File: src/rtl/pwm_pulse_decoder_if.sv
// Signal bundle between the PWM input pin and the duty-code consumer.
// The decoder takes the master modport; the consumer or driver takes the slave modport.
interface pwm_pulse_decoder_if;
  logic       pwm_in;
  logic [6:0] duty_cycle;
  logic       sample_valid;
  logic       range_err;
  logic       locked;
  logic       lost;

  modport master (
    input  pwm_in,
    output duty_cycle,
    output sample_valid,
    output range_err,
    output locked,
    output lost
  );

  modport slave (
    output pwm_in,
    input  duty_cycle,
    input  sample_valid,
    input  range_err,
    input  locked,
    input  lost
  );
endinterface

File: src/rtl/pwm_pulse_decoder.sv
// Servo-style PWM receiver: measures pulse high time and recovers the duty code
// by round-to-nearest without a divider; flags out-of-range pulses and signal loss.
//
// state     | meaning
// ----------+-----------------------------------------------------------
// ARM       | wait for a low input so a pulse already in flight is skipped
// WAIT_RISE | idle low, waiting for the next rising edge
// MEASURE   | input high, counting; evaluate the pulse on the falling edge
module pwm_pulse_decoder #(
  parameter int unsigned BASE_CYCLES    = 100000,
  parameter int unsigned STEP_CYCLES    = 1000,
  parameter int unsigned MAX_DUTY       = 99,
  parameter int unsigned TIMEOUT_CYCLES = 4000000
) (
  input  logic                 clk,
  input  logic                 reset,
  pwm_pulse_decoder_if.master  pwm
);

  localparam int H_W   = 18;
  localparam int PS_W  = (STEP_CYCLES > 1) ? $clog2(STEP_CYCLES) : 1;
  localparam int PER_W = $clog2(TIMEOUT_CYCLES + 1);

  localparam logic [H_W-1:0]   H_MAX    = {H_W{1'b1}};
  localparam logic [H_W-1:0]   THRESH_H = H_W'(BASE_CYCLES - STEP_CYCLES / 2);
  localparam logic [PS_W-1:0]  PS_LAST  = PS_W'(STEP_CYCLES - 1);
  localparam logic [6:0]       U_SAT    = 7'(MAX_DUTY + 1);
  localparam logic [6:0]       DUTY_MAX = 7'(MAX_DUTY);
  localparam logic [PER_W-1:0] PER_LAST = PER_W'(TIMEOUT_CYCLES - 1);

  localparam logic [1:0] ST_ARM       = 2'd0;
  localparam logic [1:0] ST_WAIT_RISE = 2'd1;
  localparam logic [1:0] ST_MEASURE   = 2'd2;

  logic             s1_q, s1_d;
  logic             s2_q, s2_d;
  logic             s3_q, s3_d;
  logic [1:0]       state_q, state_d;
  logic [H_W-1:0]   h_q, h_d;
  logic [PS_W-1:0]  ps_q, ps_d;
  logic [6:0]       u_q, u_d;
  logic [PER_W-1:0] per_q, per_d;
  logic [6:0]       duty_q, duty_d;
  logic             sample_valid_q, sample_valid_d;
  logic             range_err_q, range_err_d;
  logic             locked_q, locked_d;
  logic             lost_q, lost_d;

  logic             rise;
  logic             fall;
  logic             timeout;
  logic [H_W-1:0]   h_base, h_inc;
  logic [PS_W-1:0]  ps_base, ps_inc;
  logic [6:0]       u_base, u_inc;

  assign rise = s2_q & ~s3_q;
  assign fall = ~s2_q & s3_q;

  // A rise also counts as the first high cycle, so h ends equal to the pin high width.
  always_comb begin
    h_base  = rise ? '0 : h_q;
    ps_base = rise ? '0 : ps_q;
    u_base  = rise ? '0 : u_q;
    h_inc   = h_base;
    ps_inc  = ps_base;
    u_inc   = u_base;
    if (h_base != H_MAX) begin
      h_inc = h_base + 1'b1;
      if (h_inc > THRESH_H) begin
        if (ps_base == PS_LAST) begin
          ps_inc = '0;
          if (u_base != U_SAT) begin
            u_inc = u_base + 1'b1;
          end
        end else begin
          ps_inc = ps_base + 1'b1;
        end
      end
    end
  end

  assign timeout = (state_q != ST_ARM) && !rise && (per_q == PER_LAST);

  always_comb begin
    s1_d           = pwm.pwm_in;
    s2_d           = s1_q;
    s3_d           = s2_q;
    state_d        = state_q;
    h_d            = h_q;
    ps_d           = ps_q;
    u_d            = u_q;
    duty_d         = duty_q;
    sample_valid_d = 1'b0;
    range_err_d    = 1'b0;
    locked_d       = locked_q;
    lost_d         = lost_q;

    if (state_q == ST_ARM || rise) begin
      per_d = '0;
    end else begin
      per_d = per_q + 1'b1;
    end

    case (state_q)
      ST_ARM: begin
        if (!s2_q) begin
          state_d = ST_WAIT_RISE;
        end
      end
      ST_WAIT_RISE: begin
        if (rise) begin
          h_d     = h_inc;
          ps_d    = ps_inc;
          u_d     = u_inc;
          lost_d  = 1'b0;
          state_d = ST_MEASURE;
        end
      end
      ST_MEASURE: begin
        if (fall) begin
          state_d = ST_WAIT_RISE;
          if (h_q < THRESH_H) begin
            range_err_d = 1'b1;
          end else if (u_q > DUTY_MAX) begin
            duty_d         = DUTY_MAX;
            sample_valid_d = 1'b1;
            range_err_d    = 1'b1;
            locked_d       = 1'b1;
          end else begin
            duty_d         = u_q;
            sample_valid_d = 1'b1;
            locked_d       = 1'b1;
          end
        end else begin
          h_d  = h_inc;
          ps_d = ps_inc;
          u_d  = u_inc;
        end
      end
      default: begin
        state_d = ST_ARM;
      end
    endcase

    // Timeout beats a coincident fall: the pulse is dropped without strobes.
    if (timeout) begin
      state_d        = ST_ARM;
      per_d          = '0;
      duty_d         = duty_q;
      sample_valid_d = 1'b0;
      range_err_d    = 1'b0;
      locked_d       = 1'b0;
      lost_d         = 1'b1;
    end
  end

  // Synchronizer resets high so a pin that is high out of reset reads as mid-pulse.
  always_ff @(posedge clk) begin
    if (reset) begin
      s1_q           <= 1'b1;
      s2_q           <= 1'b1;
      s3_q           <= 1'b1;
      state_q        <= ST_ARM;
      h_q            <= '0;
      ps_q           <= '0;
      u_q            <= '0;
      per_q          <= '0;
      duty_q         <= '0;
      sample_valid_q <= 1'b0;
      range_err_q    <= 1'b0;
      locked_q       <= 1'b0;
      lost_q         <= 1'b0;
    end else begin
      s1_q           <= s1_d;
      s2_q           <= s2_d;
      s3_q           <= s3_d;
      state_q        <= state_d;
      h_q            <= h_d;
      ps_q           <= ps_d;
      u_q            <= u_d;
      per_q          <= per_d;
      duty_q         <= duty_d;
      sample_valid_q <= sample_valid_d;
      range_err_q    <= range_err_d;
      locked_q       <= locked_d;
      lost_q         <= lost_d;
    end
  end

  assign pwm.duty_cycle   = duty_q;
  assign pwm.sample_valid = sample_valid_q;
  assign pwm.range_err    = range_err_q;
  assign pwm.locked       = locked_q;
  assign pwm.lost         = lost_q;

endmodule

File: src/flat_wrapper.sv
// flat-port wrapper written by rule: the top's interface ports become plain ports
module pwm_pulse_decoder_flat 
#(
  parameter int unsigned BASE_CYCLES    = 100000,
  parameter int unsigned STEP_CYCLES    = 1000,
  parameter int unsigned MAX_DUTY       = 99,
  parameter int unsigned TIMEOUT_CYCLES = 4000000
)
  (clk, reset, pwm_pwm_in, pwm_duty_cycle, pwm_sample_valid, pwm_range_err, pwm_locked, pwm_lost);
  pwm_pulse_decoder_if pwm_i ();
  input  logic clk;
  input  logic reset;
  input wire logic [$bits(pwm_i.pwm_in)-1:0] pwm_pwm_in;
  output wire logic [$bits(pwm_i.duty_cycle)-1:0] pwm_duty_cycle;
  output wire logic [$bits(pwm_i.sample_valid)-1:0] pwm_sample_valid;
  output wire logic [$bits(pwm_i.range_err)-1:0] pwm_range_err;
  output wire logic [$bits(pwm_i.locked)-1:0] pwm_locked;
  output wire logic [$bits(pwm_i.lost)-1:0] pwm_lost;
  assign pwm_i.pwm_in = pwm_pwm_in;
  assign pwm_duty_cycle = pwm_i.duty_cycle;
  assign pwm_sample_valid = pwm_i.sample_valid;
  assign pwm_range_err = pwm_i.range_err;
  assign pwm_locked = pwm_i.locked;
  assign pwm_lost = pwm_i.lost;
  pwm_pulse_decoder #(.BASE_CYCLES(BASE_CYCLES), .STEP_CYCLES(STEP_CYCLES), .MAX_DUTY(MAX_DUTY), .TIMEOUT_CYCLES(TIMEOUT_CYCLES)) u_core (.clk(clk), .reset(reset), .pwm(pwm_i));
endmodule
File: config.mk
export PLATFORM = sky130hd
export DESIGN_NAME = pwm_pulse_decoder_flat
export DESIGN_NICKNAME = d
export VERILOG_FILES = /design/src/rtl/pwm_pulse_decoder_if.sv /design/src/rtl/pwm_pulse_decoder.sv /design/src/flat_wrapper.sv
export SDC_FILE = /design/constraint.sdc
export NUM_CORES = 1
export LEC_CHECK = 0
export ABC_AREA = 1
export CAP_MARGIN = 15
export CORE_MARGIN = 1
export CORE_UTILIZATION = 44
export DETAILED_ROUTE_END_ITERATION = 10
export RECOVER_POWER = 50
export SETUP_SLACK_MARGIN = 0.4
export SYNTH_ARGS = -nofsm -noshare
export SYNTH_HDL_FRONTEND = slang
export SYNTH_SLANG_ARGS = --single-unit
File: constraint.sdc
create_clock -name clk -period 5.95 [get_ports clk]
set_input_delay 1.19 -clock clk [delete_from_list [all_inputs] [get_ports clk]]
set_output_delay 1.19 -clock clk [all_outputs]
set_load 0.1 [all_outputs]
# ---- After elaboration in Yosys (flattened, before gate mapping)
# Cells that the tools add are included.
dict set report word_totals {
  regBits 73
  inputBits 3
  elab_cells 86
}
dict set report classes {
  addsub 4
  magnitude_cmp 3
  eq_ne 10
  mux 31
  bitwise_logic 8
  n_reduce_logical 17
}
# cell n
set op_table {}
lappend op_table {{18-bit two-way mux} 4}
lappend op_table {{10-bit two-way mux} 6}
lappend op_table {{7-bit two-way mux} 8}
lappend op_table {{18-bit one-hot mux with 2 select lines} 1}
lappend op_table {{22-bit by 1-bit adder with 22-bit output (second input constant)} 1}
lappend op_table {{22-bit == test (second input constant)} 1}
lappend op_table {{10-bit one-hot mux with 2 select lines} 1}
lappend op_table {{18-bit by 1-bit adder with 18-bit output (second input constant)} 1}
lappend op_table {{18-bit by 17-bit greater-than comparator with 1-bit output (second input constant)} 1}
lappend op_table {{18-bit by 17-bit < comparator with 1-bit output (second input constant)} 1}
lappend op_table {{18-bit != test (second input constant)} 1}
lappend op_table {{7-bit one-hot mux with 2 select lines} 1}
lappend op_table {{10-bit by 1-bit adder with 10-bit output (second input constant)} 1}
lappend op_table {{10-bit == test (second input constant)} 1}
lappend op_table {{3-bit AND reduction} 3}
lappend op_table {{2-bit nonzero test} 4}
lappend op_table {{7-bit by 1-bit adder with 7-bit output (second input constant)} 1}
lappend op_table {{7-bit greater-than comparator (second input constant)} 1}
lappend op_table {{7-bit != test (second input constant)} 1}
lappend op_table {{1-bit two-way mux} 6}
lappend op_table {{2-bit two-way mux} 3}
lappend op_table {{1-bit NOT} 6}
lappend op_table {{2-bit one-hot mux with 3 select lines} 1}
lappend op_table {{2-bit by 1-bit != test with 1-bit output (second input constant)} 2}
lappend op_table {{other kinds (13)} 16}

# ---- Longest topological paths before layout
# Gate-level depths: netlist of run 1.
dict set report logic_depth {
  word_depth 10
  mapped_depth 20
}

# ---- Worst setup path before layout of run 1
# Ideal clock, no wire load.
dict set report synth_path {
  kind {register -> register}
  startpoint {register u_core.s3_q}
  endpoint {register u_core.u_q[6]}
  setup_time_ps 132
  arrival_time_ps 2293
  required_time_ps 5818
  path_slack_ps 3525
  stages_incl_launch_ff 18
  path_buffers 2
  period_less_slack_ps 2425
  cell_sequence {dfxtp_1 > inv_1 > nand2_4 > inv_2 > buf_2 > buf_2 > nor2_1 > ha_1 > inv_1 > nor3_1 > nand4_1 > nor2_1 > nand4_1 > xor2_1 > inv_1 > nand3_1 > nand3_1 > a21oi_1}
}
dict set report synth_between {
  elab_chain_cells 10
  word_cells_on_any_way 22
  classes_between {add/sub: 2; order compare: 1; eq/ne: 5; mux: 10; bitwise: 3; reduce/logical: 1}
}
# item line
set synth_rtl {}
lappend synth_rtl {{from (decl)} pwm_pulse_decoder.sv:37} ;# logic s3_q, s3_d;
lappend synth_rtl {{from (signal assigned)} pwm_pulse_decoder.sv:162} ;# s3_q <= 1'b1;
lappend synth_rtl {{from (signal assigned)} pwm_pulse_decoder.sv:176} ;# s3_q <= s3_d;
lappend synth_rtl {{parallel branches: the longest is 10 deep, another holds 18-bit by 1-bit adder with 18-bit output} --}
lappend synth_rtl {{to (signal assigned)} pwm_pulse_decoder.sv:180} ;# u_q <= u_d;
lappend synth_rtl {{to (decl)} pwm_pulse_decoder.sv:41} ;# logic [6:0] u_q, u_d;
# Parallel ways; which one is timed is not known. The select of a mux whose other input is x is not followed.
# A chain may end at the register's enable or synchronous reset.

# ---- Worst setup path in the final report of run 1
dict set report layout_path {
  startpoint {register u_core.s2_q}
  endpoint {register u_core.u_q[4]}
}
dict set report layout_between {
  elab_chain_cells 9
  word_cells_on_any_way 22
  classes_between {add/sub: 2; order compare: 1; eq/ne: 5; mux: 10; bitwise: 3; reduce/logical: 1}
}
# item line
set layout_rtl {}
lappend layout_rtl {{from (decl)} pwm_pulse_decoder.sv:36} ;# logic s2_q, s2_d;
lappend layout_rtl {{from (signal assigned)} pwm_pulse_decoder.sv:161} ;# s2_q <= 1'b1;
lappend layout_rtl {{from (signal assigned)} pwm_pulse_decoder.sv:175} ;# s2_q <= s2_d;
lappend layout_rtl {{parallel branches: the longest is 9 deep, another holds 18-bit by 1-bit adder with 18-bit output} --}
# Parallel ways; which one is timed is not known. The select of a mux whose other input is x is not followed.

==> flow_summary.ini, run 1 <==
[synth]
yosys-top-cells-area = dfxtp_1 (31%), nand2_1 (15%), inv_1 (8.8%), nand3_1 (7.3%), nor2_1 (6.4%)
yosys.cell_types.count = 40
ys_seq_area_frac = 0.315
synthArstFlopShare = 0
post_synth.cell_area_avg_um2 = 6.32
synth_top_area_share = 0.315
syn_area_um2 = 4640
yosys.area.top_type = dfxtp_1
synthesis.nets = 745
ys.warnings.count = 0
netlist_instances = 734
synth_edf_count = 0
ys_ff_latch = 73
synth_top_flop_cell = dfxtp_1

[worst_setup_path]
end_kind = flip-flop
cp_slowest_cell = nand2_1
cp_slowest_stage_delay_ns = 0.83
path_common_cell = nor2_1
path_cells = nand2_1 -> inv_2 -> nor2_1 -> nor3_4 -> buf_4 -> inv_1 -> nor2_1 -> inv_1 -> nor2_1 -> nand4_1 -> o21bai_1 -> nor2_1
worstSetupPathType = reg -> reg
start_kind = flip-flop
critPathArrivalTime_ns = 4.37
required_ns = 6.19
worst-path-max-fanout = 37

[global_routing]
antenna_found_initial = 0
grt_pass1_wl_mm = 18.9
grt_pass1_vias = 4206
grt_max_degree = 42
grt-ovfl-total = 0
grt_usage = 0.212

[cts]
tritoncts = done
cts_buffers = 9
clockBufferDepth = 2
root_buffer = clkbuf_8
cts_resized = 0
post_cts_buffers = 0
ctsHoldBuffers = 0
path_clk_slew_ns = 0.09
clk_latency_ns = 0.35
htree_levels = 3
cts_sinks = 73

[cells_and_area]
fill_cells = 1110
utilization = 0.493
final_cell_mix = nand2_1 (182), inv_1 (112), nor2_1 (80), dfxtp_1 (73), nand3_1 (68)
mostFrequentLayoutCell = nand2_1
final_cells = 879
antenna_cells = 0
drive_gt1_frac = 0.0673
nets = 750
area_growth_pct = 9.08

[die]
dieArea_um2 = 11000
initial_utilization = 0.452
core_um2 = 10300
die_h_um = 105
die_x_um = 105
io_pins = 14
row_count = 37

[route]
drtAntennaViolNets = 0
via_count = 4539
drtIter0Drc = 299
wl_per_cell_um = 12.7
drc_errors = 0
drtPass1Iterations = 5
viasPerCell = 5.16
routed_wl_mm = 11.2

[sta]
final.min_clock_period_ns = 4.13
timing.final.crit_share = 0.695
hold_viol = 0
slew_violations = 0
setup-violations-final = 0
fin_skew_ns = 0.0164
slew_headroom = 0.0424
rsz0062_at_grt = false
worst_pin_slew_ns = 1.43
fin_setup_tns_ns = 0
fmax_mhz = 242

[power]
power.density_nw_per_um2 = 261
vdd_drop_max_uv = 125
p_leak_uw = 0.00208

[place]
placed_cells = 864
io_buffer_count = 13
place.gp.congestion = 0.876
place_hpwl_mm = 7.89

[min_path]
hold_class = reg -> reg

[flow_run]
cap_violations = 0

[run_status]
status = finished, final reports clean
## flip-flops by register name, indices dropped and copies added, names as in the netlist
register,cells
u_core.pwm.duty_cycle,7
u_core.per_q,22
u_core.pwm.range_err,1
u_core.s3_q,1
u_core.u_q,7
u_core.state_q,2
u_core.h_q,18
u_core.s2_q,1
u_core.pwm.sample_valid,1
u_core.pwm.lost,1
u_core.pwm.locked,1
u_core.s1_q,1
u_core.ps_q,10
## worst max-delay path, delay by kind of cell (launching register included)
kind / cells / cell delay [ns]
compound gates: 1 / 0.18
buf+inv: 4 / 1.72
flops: 1 / 0.37
simple gates: 7 / 1.75
## cell type report
class,count,area (um2),area share
clock buffer,10,138,0.0272
clock inverter,5,104,0.0205
inverter,116,435,0.0860
multi-input combinational,524,2610,0.515
sequential,73,1460,0.289
tap,136,170,0.0336
timing repair buffer,15,145,0.0287
## cells in the mapped netlist (4+ instances only)
cell and number:
nor4_1 7, nand3_1 68, nand2_1 181, nor3b_1 5
inv_1 109, o21ai_0 19, nor2_1 79, nand2_2 4
nor3_1 23, buf_2 5, clkbuf_1 10, inv_2 7
nand3b_1 7, ha_1 8, a31oi_1 4, nand3_2 5
xor2_1 4, dfxtp_1 73, or2_2 5, nand4_1 23
a21oi_1 49, nor2_4 6
## cells by family after synthesis
kind of cell,count (synthesis),synth area share
AND/OR/NAND/NOR,424,0.430
buffers and inverters,137,0.122
AO/OA/AOI/OAI,85,0.0987
flip-flops,73,0.315
adder cells (fa/ha/maj),8,0.0216
XOR/XNOR,7,0.0132
## stage by stage
step	power (uW)	hold WS (ns)	setup slack [ns]	instance area [um2]
after CTS	1340	0.442	2.81	5070
after floorplan	784	0.389	3.52	4640
after global placement	852	0.421	2.48	4830
after detailed placement	853	0.424	2.43	4830
after global routing	1410	0.467	1.37	5060
final	1320	0.442	1.82	5060
## path summary, 6_finish.rpt
check | slack (ns) | end | start | cells past startpoint
worst max register to register | 1.82 | u_core.u_q[4] | u_core.s2_q | 12
worst min register to register | 0.44 | u_core.per_q[0] | u_core.per_q[0] | 1
worst max-delay path | 1.82 | u_core.u_q[4] | u_core.s2_q | 12
worst min-delay path | 0.44 | u_core.per_q[0] | u_core.per_q[0] | 1
## routing by layer
metal | global-route usage | part of all wire | wire, um | up-vias
met4 | 0.0734 | 0.019 | 216 | 0
met1 | 0.265 | 0.48 | 5310 | 2056
li1 | - | - | - | 2372
met3 | 0.0405 | 0.038 | 427 | 19
met2 | 0.363 | 0.47 | 5210 | 92
met5 | 0 | 0 | 0 | -
## where the power goes
| part | internal, uW | leakage (uW) | switching (uW) | total, uW |
|---|---|---|---|---|
| clock network | 288 | 0.000122 | 192 | 480 |
| registers | 518 | 0.000590 | 28.5 | 547 |
| logic | 87.0 | 0.00136 | 208 | 295 |
(Power assumes the default switching activity.)
==> inputs of run 2 (changes only) <==
==> constraint.sdc (replaced) <==
create_clock -name clk -period 4 [get_ports clk]
set_input_delay 0.8 -clock clk [delete_from_list [all_inputs] [get_ports clk]]
set_output_delay 0.8 -clock clk [all_outputs]
set_load 0.1 [all_outputs]
==> flow_summary.ini, run 2 (synthesis gave the netlist of run 1 again) <==
[run_status]
status = complete, but fails checks
violations = capacitance limit, slew limit

[cells_and_area]
stdcell_area_um2 = 5040
area_growth_pct = 8.52
drive_gt1_frac = 0.0685
mostFrequentLayoutCell = nand2_1
final_cell_mix = nand2_1 (181), inv_1 (110), nor2_1 (80), dfxtp_1 (73), nand3_1 (68)
multiInputGateArea_um2 = 2620
antenna_cells = 0
largest_reg_flops = 22
nets = 750
fill_cells = 1118
regArea_um2 = 1460
largestRegisters = u_core.per_q: 22 flops, u_core.h_q: 18 flops, u_core.ps_q: 10 flops
largest_register = u_core.per_q

[die]
die_x_um = 105
initial_utilization = 0.452
dieArea_um2 = 11000
row_count = 37
io_pins = 14
core_um2 = 10300
die_h_um = 105

[sta]
slew_violations = 41
slew_headroom = -0.288
timing.final.crit_share = 0.863
fmax_mhz = 290
setup-violations-final = 0
final.min_clock_period_ns = 3.45
fin_setup_tns_ns = 0
worst_pin_slew_ns = 1.93
fin_skew_ns = 0.00801
hold_viol = 0
rsz0062_at_grt = false

[route]
drtAntennaViolNets = 0
via_count = 4600
drtPass1Iterations = 5
drc_errors = 0
wl_per_cell_um = 12.9
routed_wl_mm = 11.3
drtIter0Drc = 232
viasPerCell = 5.23

[place]
io_buffer_count = 13
place.gp.congestion = 0.892
place_hpwl_mm = 8.03
post_dp_cell_area_um2 = 4830

[worst_setup_path]
path_common_cell = inv_1
critPathArrivalTime_ns = 3.71
r2r_slack_ns = 0.55
r2r_end = u_core.u_q[2]
r2r_start = u_core.s3_q
rr_worst_depth = 15
cp_slowest_cell = inv_1
setup.worst_path.start = u_core.s3_q
start_kind = flip-flop
required_ns = 4.26
path_cells = inv_1 -> nand2_4 -> inv_1 -> nor2_1 -> ha_1 -> inv_1 -> nor3_1 -> nand4_1 -> nor2_1 -> inv_1 -> o21ai_1 -> nor2_1 -> nand3_1 -> nand3_1 -> a21oi_1
cp-endpoint = u_core.u_q[2]
cp_slowest_stage_delay_ns = 0.48
path_buf_inv = 4
crit_cells = 15
cp_top_family = simple AND/OR/NAND/NOR gates
worstSetupPathType = reg -> reg
worst-path-max-fanout = 37
end_kind = flip-flop

[power]
vdd_drop_max_uv = 202
power_uw = 1890
power.density_nw_per_um2 = 376
p_leak_uw = 0.00207

[cts]
cts_sinks = 73
tritoncts = done
ctsHoldBuffers = 0
cts_resized = 0
post_cts_buffers = 0
root_buffer = clkbuf_8
clockBufferDepth = 2
clk_latency_ns = 0.35
htree_levels = 3
path_clk_slew_ns = 0.07
cts_buffers = 9

[global_routing]
grt_pass1_vias = 4205
grt_usage = 0.213
antenna_found_initial = 0
grt_max_degree = 41
grt_pass1_wl_mm = 19.1
grt-ovfl-total = 0

[flow_run]
cap_violations = 1

[min_path]
hold_class = reg -> reg
## run 2: power by group
part           switching (uW)  internal (uW)  total (uW)
registers                39.2            771         810
logic                     313            129         442
clock network             290            351         641
total                     643           1250        1890
## run 2: layout make-up
class / count / share of cell area
Inverter: 116 / 0.0864
Multi-Input combinational cell: 524 / 0.520
Clock inverter: 5 / 0.0159
Clock buffer: 11 / 0.0261
Tap cell: 136 / 0.0338
Timing Repair Buffer: 15 / 0.0281
Sequential cell: 73 / 0.290
## run 2: metal layers
metal  track usage  part of all wire  vias to the layer above
li1              -                 -                     2371
met1         0.264              0.47                     2097
met2         0.360              0.46                      112
met3        0.0399             0.046                       20
met4        0.0936             0.021                        0
met5             0                 0                        -
## run 2: metrics by stage
| stage | instances | hold slack, ns | setup WS, ns | util |
|---|---|---|---|---|
| 6_report | 880 | 0.435 | 0.547 | 0.490 |
| 5_1_grt | 880 | 0.445 | 0.291 | 0.490 |
| 4_1_cts | 880 | 0.431 | 0.863 | 0.491 |
| 3_5_place_dp | 864 | 0.412 | 0.895 | 0.470 |
| 3_3_place_gp | 864 | 0.402 | 0.917 | 0.470 |
| 2_1_floorplan | 734 | 0.389 | 1.57 | - |
## run 2: worst min path at each step
stage | slack (ns) | from | endpoint | cells after the start
2_1_floorplan | 0.39 | u_core.s1_q | u_core.s2_q | 1
3_5_place_dp | 0.41 | u_core.s1_q | u_core.s2_q | 1
6_report | 0.44 | u_core.s1_q | u_core.s2_q | 1
4_1_cts | 0.43 | u_core.s1_q | u_core.s2_q | 1
3_3_place_gp | 0.40 | u_core.s1_q | u_core.s2_q | 1
5_1_grt | 0.45 | u_core.s1_q | u_core.s2_q | 1
==> inputs of run 3 (changes only) <==
--- a/config.mk
+++ b/config.mk
@@ -11,6 +11,7 @@
 export CORE_UTILIZATION = 44
 export DETAILED_ROUTE_END_ITERATION = 10
 export RECOVER_POWER = 50
+export REMOVE_ABC_BUFFERS = 1
 export SETUP_SLACK_MARGIN = 0.4
 export SYNTH_ARGS = -nofsm -noshare
 export SYNTH_HDL_FRONTEND = slang
==> flow_summary.ini, run 3 (synthesis gave the netlist of run 1 again) <==
[run_status]
status = complete, but fails checks
violations = capacitance limit, slew limit

[route]
routed_wl_mm = 11.7
drtIter0Drc = 219
viasPerCell = 5.20
drtAntennaViolNets = 0
wl_per_cell_um = 13.2
drc_errors = 0
via_count = 4589
drtPass1Iterations = 4

[sta]
setup-violations-final = 0
fin_setup_tns_ns = 0
fmax_mhz = 299
fin_skew_ns = 0.00980
timing.final.crit_share = 0.835
fin_hold_ws_ns = 0.440
final.min_clock_period_ns = 3.34
slew_violations = 41
worst_pin_slew_ns = 1.92
rsz0062_at_grt = false
slew_headroom = -0.277
hold_viol = 0

[cells_and_area]
drive_gt1_frac = 0.0710
fill_cells = 1142
multiInputGateArea_um2 = 2620
largestRegisters = u_core.per_q: 22 flops, u_core.h_q: 18 flops, u_core.ps_q: 10 flops
mostFrequentLayoutCell = nand2_1
final_cell_mix = nand2_1 (181), inv_1 (111), nor2_1 (80), dfxtp_1 (73), nand3_1 (68)
utilization = 0.489
largest_reg_flops = 22
largest_register = u_core.per_q
regArea_um2 = 1460
area_growth_pct = 8.27
nets = 752
antenna_cells = 0
stdcell_area_um2 = 5030

[flow_run]
cap_violations = 1

[worst_setup_path]
path_cells = inv_1 -> nand2_4 -> inv_1 -> nor2_1 -> ha_1 -> inv_1 -> nor3_1 -> nand4_1 -> nor2_1 -> nand4_1 -> xor2_1 -> inv_1 -> nand3_1 -> nand3_1 -> a21oi_1
required_ns = 4.16
end_kind = flip-flop
critPathArrivalTime_ns = 3.50
start_kind = flip-flop
worstSetupPathType = reg -> reg
cp_slowest_cell = inv_1
worst-path-max-fanout = 37
path_common_cell = inv_1
cp_slowest_stage_delay_ns = 0.48

[power]
p_leak_uw = 0.00207
power.density_nw_per_um2 = 365
power_uw = 1830
vdd_drop_max_uv = 161

[global_routing]
use_met1 = 0.288
grt-busiest-layer = met2
met2_usage = 0.372
antenna_found_initial = 0
grt_usage = 0.224
grtUsageMet3 = 0.0287
grt_pass1_wl_mm = 19.8
grt-ovfl-total = 0
grt_pass1_vias = 4207
grt_max_degree = 41

[die]
initial_utilization = 0.452
dieArea_um2 = 11000
core_um2 = 10300
die_h_um = 105
io_pins = 14
row_count = 37
die_x_um = 105

[cts]
cts_sinks = 73
cts_buffers = 9
root_buffer = clkbuf_8
post_cts_buffers = 0
ctsHoldBuffers = 0
cts_resized = 0
path_clk_slew_ns = 0.08
tritoncts = done
htree_levels = 3
clk_latency_ns = 0.36
clockBufferDepth = 2

[place]
place_hpwl_mm = 8.32
io_buffer_count = 13
post_dp_cell_area_um2 = 4850
place.gp.congestion = 0.872

[min_path]
hold_class = reg -> reg
[run 3: changes by cell type in the layout (fill, tap and decap cells not counted), sizes merged]
cell,previous run,this run
buf,1,2
bufinv,2,0
clkbuf,12,13
inv,116,118
[run 3: path summary, 6_finish.rpt]
check | from | endpoint | slack, ns | cells after the start
setup / recovery | u_core.s3_q | u_core.u_q[6] | 0.66 | 15
hold / removal | u_core.s1_q | u_core.s2_q | 0.44 | 1
hold reg to reg | u_core.s1_q | u_core.s2_q | 0.44 | 1
setup reg to reg | u_core.s3_q | u_core.u_q[6] | 0.66 | 15
[run 3: where the power goes]
| group | internal, uW | total, uW | switching (uW) |
|---|---|---|---|
| registers | 771 | 812 | 41.9 |
| logic | 135 | 454 | 319 |
| clock network | 262 | 566 | 303 |
[run 3: through the flow]
stage | std cells | setup WS [ns]
final | 882 | 0.659
after global routing | 882 | 0.291
after CTS | 882 | 0.958
after detailed placement | 866 | 0.985
after global placement | 866 | 1.05
after floorplan | 713 | 0.940
[run 3: critical path, delay by kind of cell (launching register included)]
family                   cells  cell delay, ns
AND/OR/NAND/NOR              8            1.75
buffers and inverters        4            0.65
flip-flops                   1            0.31
adder cells (fa/ha/maj)      1            0.18
XOR/XNOR                     1            0.17
AO/OA/AOI/OAI                1            0.06
[run 3: final cells by class]
type / instances / share of cell area
well taps: 136 / 0.0339
clock inverters: 5 / 0.00747
inverters: 116 / 0.0866
multi-input cells: 524 / 0.521
clock buffers: 11 / 0.0301
repair buffers: 17 / 0.0304
flip-flops and latches: 73 / 0.291
[run 3: routing by layer]
metal / routed length [um] / vias to the layer above
met3: 312 / 20
met5: 0 / -
met2: 5430 / 68
met4: 279 / 0
met1: 5640 / 2125
li1: - / 2376
